### src/rtl/i2c_slave_ctrl.sv
// I2C slave protocol controller: decodes SCL edges and START/STOP events into
// strobes for external shift registers and selects what the slave drives on SDA.
module i2c_slave_ctrl #(
    parameter logic [6:0] SLAVE_ADDR = 7'b1111000
) (
    input  logic       clk,
    input  logic       n_rst,
    input  logic       rising_edge_found,
    input  logic       falling_edge_found,
    input  logic       start_found,
    input  logic       stop_found,
    input  logic [7:0] rx_data,
    input  logic       sda_in,
    output logic       rx_shift_en,
    output logic       rx_store,
    output logic       tx_load,
    output logic       tx_shift_en,
    output logic [1:0] sda_mode,
    output logic       busy
);

    typedef enum logic [3:0] {
        IDLE,
        ADDR_RX,
        ADDR_CHK,
        ACK_ADDR,
        DATA_RX,
        ACK_DATA,
        LOAD_TX,
        DATA_TX,
        CHECK_ACK,
        WAIT_STOP
    } state_t;

    state_t     r_state;
    state_t     w_next_state;
    logic [3:0] r_bit_cnt;
    logic [3:0] w_next_bit_cnt;
    logic       r_rw;
    logic       w_next_rw;
    logic       r_ack_ok;
    logic       w_next_ack_ok;
    logic [1:0] r_sda_mode;
    logic [1:0] w_next_sda_mode;
    logic       r_busy;
    logic       w_next_busy;
    logic       w_rise;
    logic       w_fall;
    logic       w_rx_shift_en;
    logic       w_rx_store;
    logic       w_tx_load;
    logic       w_tx_shift_en;

    // Both edge pulses in one cycle cannot be a real SCL transition.
    assign w_rise = rising_edge_found & ~falling_edge_found;
    assign w_fall = falling_edge_found & ~rising_edge_found;

    always_comb begin
        w_next_state   = r_state;
        w_next_bit_cnt = r_bit_cnt;
        w_next_rw      = r_rw;
        w_next_ack_ok  = 1'b0;
        w_rx_shift_en  = 1'b0;
        w_rx_store     = 1'b0;
        w_tx_load      = 1'b0;
        w_tx_shift_en  = 1'b0;

        if (stop_found) begin
            w_next_state   = IDLE;
            w_next_bit_cnt = 4'd0;
        end else if (start_found) begin
            w_next_state   = ADDR_RX;
            w_next_bit_cnt = 4'd0;
        end else begin
            case (r_state)
                ADDR_RX: begin
                    if (w_rise && (r_bit_cnt < 4'd8)) begin
                        w_rx_shift_en  = 1'b1;
                        w_next_bit_cnt = r_bit_cnt + 4'd1;
                    end else if (w_fall && (r_bit_cnt == 4'd8)) begin
                        w_next_state = ADDR_CHK;
                    end
                end
                ADDR_CHK: begin
                    if (rx_data[7:1] == SLAVE_ADDR) begin
                        w_next_state = ACK_ADDR;
                        w_next_rw    = rx_data[0];
                    end else begin
                        w_next_state = WAIT_STOP;
                    end
                end
                ACK_ADDR: begin
                    if (w_fall) begin
                        w_next_bit_cnt = 4'd0;
                        w_next_state   = r_rw ? LOAD_TX : DATA_RX;
                    end
                end
                DATA_RX: begin
                    if (w_rise && (r_bit_cnt < 4'd8)) begin
                        w_rx_shift_en  = 1'b1;
                        w_next_bit_cnt = r_bit_cnt + 4'd1;
                    end else if (w_fall && (r_bit_cnt == 4'd8)) begin
                        w_rx_store   = 1'b1;
                        w_next_state = ACK_DATA;
                    end
                end
                ACK_DATA: begin
                    if (w_fall) begin
                        w_next_bit_cnt = 4'd0;
                        w_next_state   = DATA_RX;
                    end
                end
                LOAD_TX: begin
                    // The load itself presents bit 7, so counting starts at one.
                    w_tx_load      = 1'b1;
                    w_next_bit_cnt = 4'd1;
                    w_next_state   = DATA_TX;
                end
                DATA_TX: begin
                    if (w_fall) begin
                        if (r_bit_cnt < 4'd8) begin
                            w_tx_shift_en  = 1'b1;
                            w_next_bit_cnt = r_bit_cnt + 4'd1;
                        end else begin
                            w_next_state = CHECK_ACK;
                        end
                    end
                end
                CHECK_ACK: begin
                    w_next_ack_ok = r_ack_ok;
                    if (w_rise) begin
                        if (sda_in) begin
                            w_next_state = WAIT_STOP;
                        end else begin
                            w_next_ack_ok = 1'b1;
                        end
                    end else if (w_fall && r_ack_ok) begin
                        w_next_state = LOAD_TX;
                    end
                end
                default: begin
                    w_next_state = r_state;
                end
            endcase
        end

        // Strobes must stay quiet in any cycle where reset is being applied.
        if (!n_rst) begin
            w_rx_shift_en = 1'b0;
            w_rx_store    = 1'b0;
            w_tx_load     = 1'b0;
            w_tx_shift_en = 1'b0;
        end
    end

    always_comb begin
        w_next_sda_mode = 2'b00;
        w_next_busy     = 1'b1;
        case (w_next_state)
            ACK_ADDR, ACK_DATA: w_next_sda_mode = 2'b01;
            DATA_TX:            w_next_sda_mode = 2'b10;
            default:            w_next_sda_mode = 2'b00;
        endcase
        if ((w_next_state == IDLE) || (w_next_state == WAIT_STOP)) begin
            w_next_busy = 1'b0;
        end
    end

    always_ff @(posedge clk) begin
        if (!n_rst) begin
            r_state    <= IDLE;
            r_bit_cnt  <= 4'd0;
            r_rw       <= 1'b0;
            r_ack_ok   <= 1'b0;
            r_sda_mode <= 2'b00;
            r_busy     <= 1'b0;
        end else begin
            r_state    <= w_next_state;
            r_bit_cnt  <= w_next_bit_cnt;
            r_rw       <= w_next_rw;
            r_ack_ok   <= w_next_ack_ok;
            r_sda_mode <= w_next_sda_mode;
            r_busy     <= w_next_busy;
        end
    end

    assign rx_shift_en = w_rx_shift_en;
    assign rx_store    = w_rx_store;
    assign tx_load     = w_tx_load;
    assign tx_shift_en = w_tx_shift_en;
    assign sda_mode    = r_sda_mode;
    assign busy        = r_busy;

endmodule

### config.mk
export PLATFORM = sky130hd
export DESIGN_NAME = i2c_slave_ctrl
export DESIGN_NICKNAME = d
export VERILOG_FILES = /design/src/rtl/i2c_slave_ctrl.sv
export SDC_FILE = /design/constraint.sdc
export NUM_CORES = 1
export LEC_CHECK = 0
export ABC_AREA = 1
export CAP_MARGIN = 25
export CORE_MARGIN = 2
export CORE_UTILIZATION = 45
export CTS_BUF_LIST = sky130_fd_sc_hd__clkbuf_4
export DETAILED_ROUTE_END_ITERATION = 7
export PLACE_DENSITY_LB_ADDON = 0.15
export RECOVER_POWER = 50
export SLEW_MARGIN = 10
export SYNTH_ARGS = -nofsm -noshare
export SYNTH_HDL_FRONTEND = slang
export SYNTH_SLANG_ARGS = --single-unit
### constraint.sdc
create_clock -name clk -period 2 [get_ports clk]
set_input_delay 0.3 -clock clk [delete_from_list [all_inputs] [get_ports clk]]
set_output_delay 0.3 -clock clk [all_outputs]
set_load 0.05 [all_outputs]
* Word level (Yosys, flattened, before mapping)
Index checks and enable logic that the tools add are counted.
** Storage, ports and cells
- Bits in registers :: 13
- Input bits :: 15
- Output and inout port bits :: 7
- Word-level logic and storage cells :: 93
** Operators by class
- Add/sub/neg operators :: 1
- $lt $le $gt $ge :: 1
- Equality and inequality tests :: 18
- Multiplexer cells :: 44
- Bitwise operators :: 9
- Reductions and logical operators :: 14
** Operator list (number)
- $mux W4 :: 18
- $pmux W4 S8 :: 1
- $eq A4 B3 Y1 const B :: 6
- $mux W1 :: 22
- $pmux W4 S4 :: 1
- $eq A4 B2 Y1 const B :: 3
- $eq A4 B4 Y1 const B :: 3
- $eq A7 B7 Y1 const B :: 1
- $not A1 Y1 :: 7
- $reduce_or A2 Y1 :: 3
- $reduce_and A5 Y1 :: 1
- $add A4 B1 Y4 const B :: 1
- $eq A4 B1 Y1 const B :: 1
- $logic_not A4 Y1 :: 1
- $lt A4 B4 Y1 const B :: 1
- $ne A2 B1 Y1 const B :: 2
- $ne A2 B2 Y1 const B :: 2
- $pmux W2 S2 :: 1
- $reduce_and A4 Y1 :: 1
- $reduce_bool A4 Y1 :: 1
- $reduce_or A4 Y1 :: 1
- $logic_and A1 B1 Y1 :: 3
- $reduce_or A3 Y1 :: 1
- $and A1 B1 Y1 :: 2
- other kinds (3) :: 3

* Longest topological paths before layout
Gate-level depths: netlist of run 1.
- Depth after elaboration :: 11
- Mapped depth :: 14

* Worst setup path after synthesis of run 1
OpenSTA, ideal clock, no wires.
- Path type :: input to output
- Start point :: input stop_found
- End point :: output tx_shift_en
- Arrival time :: 2407 ps
- Setup slack :: -707 ps
- Stages on the path :: 5
- Path through :: nor2_1 > inv_1 > nor2_1 > inv_1 > nor4_1
** On the way
- Word-level cells in the longest chain between the ends :: 2
** Ends and longest elaborated chain
- start: declaration :: line 11 : input logic stop_found,
- $mux W1 :: line 68 : if (stop_found) begin
- $mux W1 :: line 148 : if (!n_rst) begin
- end: declaration :: line 17 : output logic tx_shift_en,
Every way passes these cells.

* Final worst setup path of run 1
- Start point :: input falling_edge_found
- End point :: output rx_store
** On the way
- Word-level cells in the longest chain between the ends :: 8
- Elaborated cells on any way between the ends :: 11
- Those cells by class :: mux: 6; bitwise: 3; reduce/logical: 2
** Ends and longest elaborated chain
- start: declaration :: line 9 : input logic falling_edge_found,
- $and A1 B1 Y1 or $not A1 Y1 (tied branches) :: line 56, 55
- $logic_and A1 B1 Y1 or $and A1 B1 Y1 (tied branches) :: line 102, 55
- $mux W1 or $logic_and A1 B1 Y1 (tied branches) :: line 102, 99
- $mux W1 (*) :: line 99 : if (w_rise && (r_bit_cnt < 4'd8)) begin
- $mux W1 (*) :: line 75 : case (r_state)
- $mux W1 (*) :: line 71 : end else if (start_found) begin
- $mux W1 (*) :: line 68
- $mux W1 (*) :: line 148
- end: declaration :: line 15 : output logic rx_store,
Every way passes the cells marked *; elsewhere a longest branch is shown, timed or not.

==> results.yml, run 1 <==
route:
  wl_mm: 2.57
  dr.pass1.iters: 4
  ant_nets: 0
  wl_per_cell_um: 11.0
  drc_errors: 0
  vias_per_cell: 4.85
  route.vias.total: 1134
  drt_iter0_markers: 38
sta:
  hold_viol_final: 0
  max_freq_ghz: 0.524
  post-route-period-util: 0.955
  maxSlewHeadroom: 0.672
  worst_pin_slew_ns: 0.490
  min_period_ns: 1.91
  whs_ns: 0.390
  setup_tns_ns: 0
  drv_slew: 0
  fin_skew_ns: 0.00673
  rsz0062_at_grt: "false"
  setup_viol: 0
setup_path:
  critPathLaunchType: "input pin"
  crit_buf_inv: 2
  cp-end-kind: "output port"
  arrival_ns: 1.61
  critPathMaxFanout: 5
  path_class: "input pin to output port"
  max_stage_delay_ns: 0.52
  crit_family: "buffers and inverters"
  crit_path_top_delay_cell: "clkdlybuf4s50_1"
  crit_chain: "clkdlybuf4s50_1, nand3_1, nor2_1, nand2_1, nor2_2, buf_12"
  required_ns: 1.70
power_and_ir_drop:
  power_leakage_nw: 0.731
  peakVddDrop_uv: 278
  cellPowerDensity_nw_per_um2: 419
floorplanning:
  die-area_sq_um: 2660
  die_h_um: 51.6
  start_util: 0.470
  core_area_sq_um: 2170
  core.rowCount: 17
  ios: 22
  die_x_um: 51.6
finish:
  syn_to_final_growth_pct: 34.5
  drive_above_1_share: 0.155
  nNetsFinal: 224
  n_antenna_cell: 0
run_status:
  status: "finished, final reports clean"
clock_network:
  cts_sinks: 13
  cts_htree_levels: 1
  cts.root.buffer_cell: "clkbuf_4"
  cts_tree: "built"
  worstSkewPairLatency_ns: 0.29
  clk_pin_slew_ns: 0.09
  clock_path_buffers: 2
  cts_made_buffers: 3
logic_synthesis:
  ys_seq_area_frac: 0.255
  synth_top_area_frac: 0.255
  synth_common_cells: "47 x nand2_1, 31 x inv_1, 31 x nor2_1"
  avgSynthCellArea_sq_um: 5.76
  synth_most_common_cell: "nand2_1"
  syn-instance-count: 177
  yosysTopAreaCell: "dfxtp_1"
  ys_seq_elements: 13
  yosysWarnings: 0
  synth-edff-count: 0
  ys_types: 23
  synth_flop_cell: "dfxtp_1"
  synthArstFlopShare: 0
  syn_nets: 194
  netlist_area_sq_um: 1020
  synth.area.top_cells: "dfxtp_1 26%, nand2_1 17%, inv_1 11%"
place:
  gp_congestion: 0.911
  dp.final_hpwl_mm: 2.16
  io_buffers: 21
global_route:
  grt_use_total: 0.219
  antenna_found_initial: 0
  grt_pass1_vias: 1035
  grt_max_degree: 9
  grt-ovfl-total: 0
  grt_pass1_wl_mm: 4.31
flow_run:
  drv_cap: 0
min_path:
  hp-class: "input pin to flop"
## per-stage QoR
stage | area, sq um | setup slack, ns | std cells | total power [mW] | utilization
2_1_floorplan | 1030 | 0.0466 | 177 | 0.346 | -
3_3_place_gp | 1340 | 0.0714 | 229 | 0.395 | 0.619
3_5_place_dp | 1340 | 0.0545 | 229 | 0.397 | 0.619
4_1_cts | 1370 | 0.0489 | 233 | 0.582 | 0.633
5_1_grt | 1370 | 0.00784 | 234 | 0.604 | 0.632
6_report | 1370 | 0.0909 | 234 | 0.575 | 0.632
## layout by cell type (no fill, tap or decap), types with 3 or more instances in the layout
cell type / count
nand2_2: 5
a21oi_1: 6
nor2_1: 29
nand4_1: 3
o21ai_1: 3
dfxtp_1: 13
clkdlybuf4s50_1: 15
buf_12: 4
nand3_1: 14
clkbuf_4: 4
inv_1: 29
inv_2: 5
nand2_1: 48
nor2_2: 6
buf_4: 4
o21ai_0: 6
## registers in the layout (all words and copies together), names as in the netlist
register   count
r_state        4
r_ack_ok       1
busy           1
r_rw           1
r_bit_cnt      4
sda_mode       2
## worst min-delay path, delay by kind of cell
kind	cells	cell delay, ns
buffers and inverters	2	0.21
and+or+nand+nor	2	0.13
## cells by family (layout without fill, tap and decap cells)
logic type / after synthesis / count (layout) / share of synthesized area
AO/OA/AOI/OAI: 19 / 19 / 0.118
AND/OR/NAND/NOR: 109 / 109 / 0.477
adder cells (fa/ha/maj): 2 / 2 / 0.0245
buffers and inverters: 34 / 63 / 0.125
flip-flops: 13 / 13 / 0.255
## metal layers
layer,global-route usage,share of wire
met1,0.243,0.43
met2,0.408,0.53
met3,0.0345,0.035
met4,0.0921,0.0078
met5,0,0
## cell type report
type	instances	area, sq um
Clock buffer	4	30.0
Fill cell	206	798
Inverter	34	128
Multi-Input combinational cell	130	633
Sequential cell	13	260
Tap cell	28	35.0
Timing Repair Buffer	25	285
## worst paths after layout
| path | startpoint | endpoint | slack (ns) | cells past startpoint |
|---|---|---|---|---|
| min reg2reg | r_rw | r_rw | 0.46 | 2 |
| max reg2reg | r_state[3] | r_bit_cnt[1] | 0.21 | 8 |
| max | falling_edge_found | rx_store | 0.09 | 6 |
| min | stop_found | r_state[0] | 0.39 | 4 |
## power by group
| group | total, mW | switching (mW) | internal [mW] | leakage [nW] |
|---|---|---|---|---|
| clock network | 0.185 | 0.0938 | 0.0911 | 0.0184 |
| registers | 0.267 | 0.00384 | 0.263 | 0.105 |
| logic | 0.123 | 0.0686 | 0.0548 | 0.608 |
## repair_timing
action | CTS | global route
endpoints found under the setup margin | 0 | 3
resized for setup | 0 | 7
buffers inserted | 0 | 1
hold buffers | 0 | 0
Power figures use the tool's default switching activity.
==> run 2: changes to the inputs <==
- CORE_MARGIN: 2 -> not set
==> results.yml, run 2 (synthesized netlist as in run 1, its figures left out) <==
run_status:
  status: "finished, final reports clean"
setup_path:
  arrival_ns: 1.66
  r2r_start: "r_state[3]"
  max_stage_delay_ns: 0.51
  critPathLaunchType: "input pin"
  crit_path_top_delay_cell: "clkdlybuf4s50_1"
  cp-end-kind: "output port"
  path_class: "input pin to output port"
  rrSetupSlack_ns: 0.23
  r2r_cells: 9
  rr_endpoint: "r_bit_cnt[2]"
  critPathMaxFanout: 4
  required_ns: 1.70
  crit_chain: "clkdlybuf4s50_1, inv_1, nor2_2, inv_2, nor4_4, buf_12"
sta:
  drv_slew: 0
  setup_viol: 0
  maxSlewHeadroom: 0.663
  hold_viol_final: 0
  worst_pin_slew_ns: 0.504
  min_period_ns: 1.96
  max_freq_ghz: 0.511
  worst_slack_ns: 0.0439
  fin_skew_ns: 0.00601
  post-route-period-util: 0.978
finish:
  syn_to_final_growth_pct: 36.4
  n_antenna_cell: 0
  fin_util: 0.681
  nNetsFinal: 225
  drive_above_1_share: 0.174
  final_cell_mix: "48 x nand2_1, 30 x inv_1, 27 x nor2_1"
  layout_commonest_cell: "nand2_1"
power_and_ir_drop:
  cellPowerDensity_nw_per_um2: 415
  peakVddDrop_uv: 361
  power_leakage_nw: 0.742
clock_network:
  cts_made_buffers: 3
  cts.root.buffer_cell: "clkbuf_4"
  cts_sinks: 13
  clk_pin_slew_ns: 0.08
  cts_tree: "built"
  ctsHoldBuffers: 0
  clock_path_buffers: 2
  worstSkewPairLatency_ns: 0.28
  cts_htree_levels: 1
route:
  route.vias.total: 1203
  topRoutingLayerUsed: "met4"
  vias_per_cell: 5.14
  wl_mm: 2.81
  wl_per_cell_um: 12.0
  wl_met1_mm: 1.26
  dr_wl_met2_mm: 1.36
  ant_nets: 0
  drt_iter0_markers: 33
  dr.pass1.iters: 4
  drc_errors: 0
  dr_wl_met3_um: 138
floorplanning:
  die-area_sq_um: 2460
  die_h_um: 49.6
  ios: 22
  core.rowCount: 16
  die_x_um: 49.6
  start_util: 0.499
  core_area_sq_um: 2040
global_route:
  grt_pass1_vias: 1145
  grt_max_degree: 9
  grt_use_total: 0.247
  antenna_found_initial: 0
  grt-ovfl-total: 0
  grt_pass1_wl_mm: 4.65
place:
  pre_cts_slack_ns: 0.0188
  gp_congestion: 0.963
  io_buffers: 21
  dp.final_hpwl_mm: 2.18
min_path:
  holdPathEnd: "sda_mode[0]"
  hold_depth: 4
  hp-class: "input pin to flop"
  hold_path_startpoint: "stop_found"
flow_run:
  drv_cap: 0
run 2: worst max path at each step:
stage	cells past startpoint	slack (ns)	start	to
after CTS	6	0.04	falling_edge_found	rx_store
after detailed placement	11	0.02	falling_edge_found	sda_mode[0]
after global placement	11	0.08	falling_edge_found	sda_mode[0]
after global routing	6	-0.02	n_rst	tx_shift_en
final	6	0.04	n_rst	tx_shift_en
after floorplan	5	0.05	stop_found	rx_store
run 2: area by class of cell:
class / count / area [sq um]
Clock buffer: 4 / 30.0
Fill cell: 190 / 651
Inverter: 34 / 128
Multi-Input combinational cell: 130 / 647
Sequential cell: 13 / 260
Tap cell: 27 / 33.8
Timing Repair Buffer: 26 / 293
run 2: worst max-delay path: cells and delay by family:
kind                   cells  cell delay [ns]
buffers and inverters      4             0.88
and+or+nand+nor            2             0.47
run 2: what timing repair did:
item | 4_1_cts | 5_1_grt
hold endpoints to repair | 0 | 0
gates resized for setup | 0 | 8
endpoints found under the setup margin | 0 | 3
setup buffers | 0 | 2
run 2: where the power goes:
part,internal [mW],leakage (nW),total (mW),switching [mW]
sequential,0.263,0.105,0.266,0.00354
clock,0.0910,0.0184,0.181,0.0901
combinational,0.0557,0.618,0.130,0.0738
run 2: metal layers:
layer  vias up  track usage
met5         -            0
met4         0       0.0857
met3         7       0.0278
met2        37        0.432
met1       550        0.308
li1        609            -
run 2: stage by stage:
stage	total power, mW	cells	hold slack (ns)	TNS (ns)	area (sq um)
floorplan	0.346	177	0.420	0	1030
global placement	0.396	228	0.449	0	1340
detailed placement	0.399	228	0.448	0	1340
CTS	0.580	232	0.461	0	1370
global route	0.614	234	0.459	-0.0219	1390
finish	0.577	234	0.423	0	1390
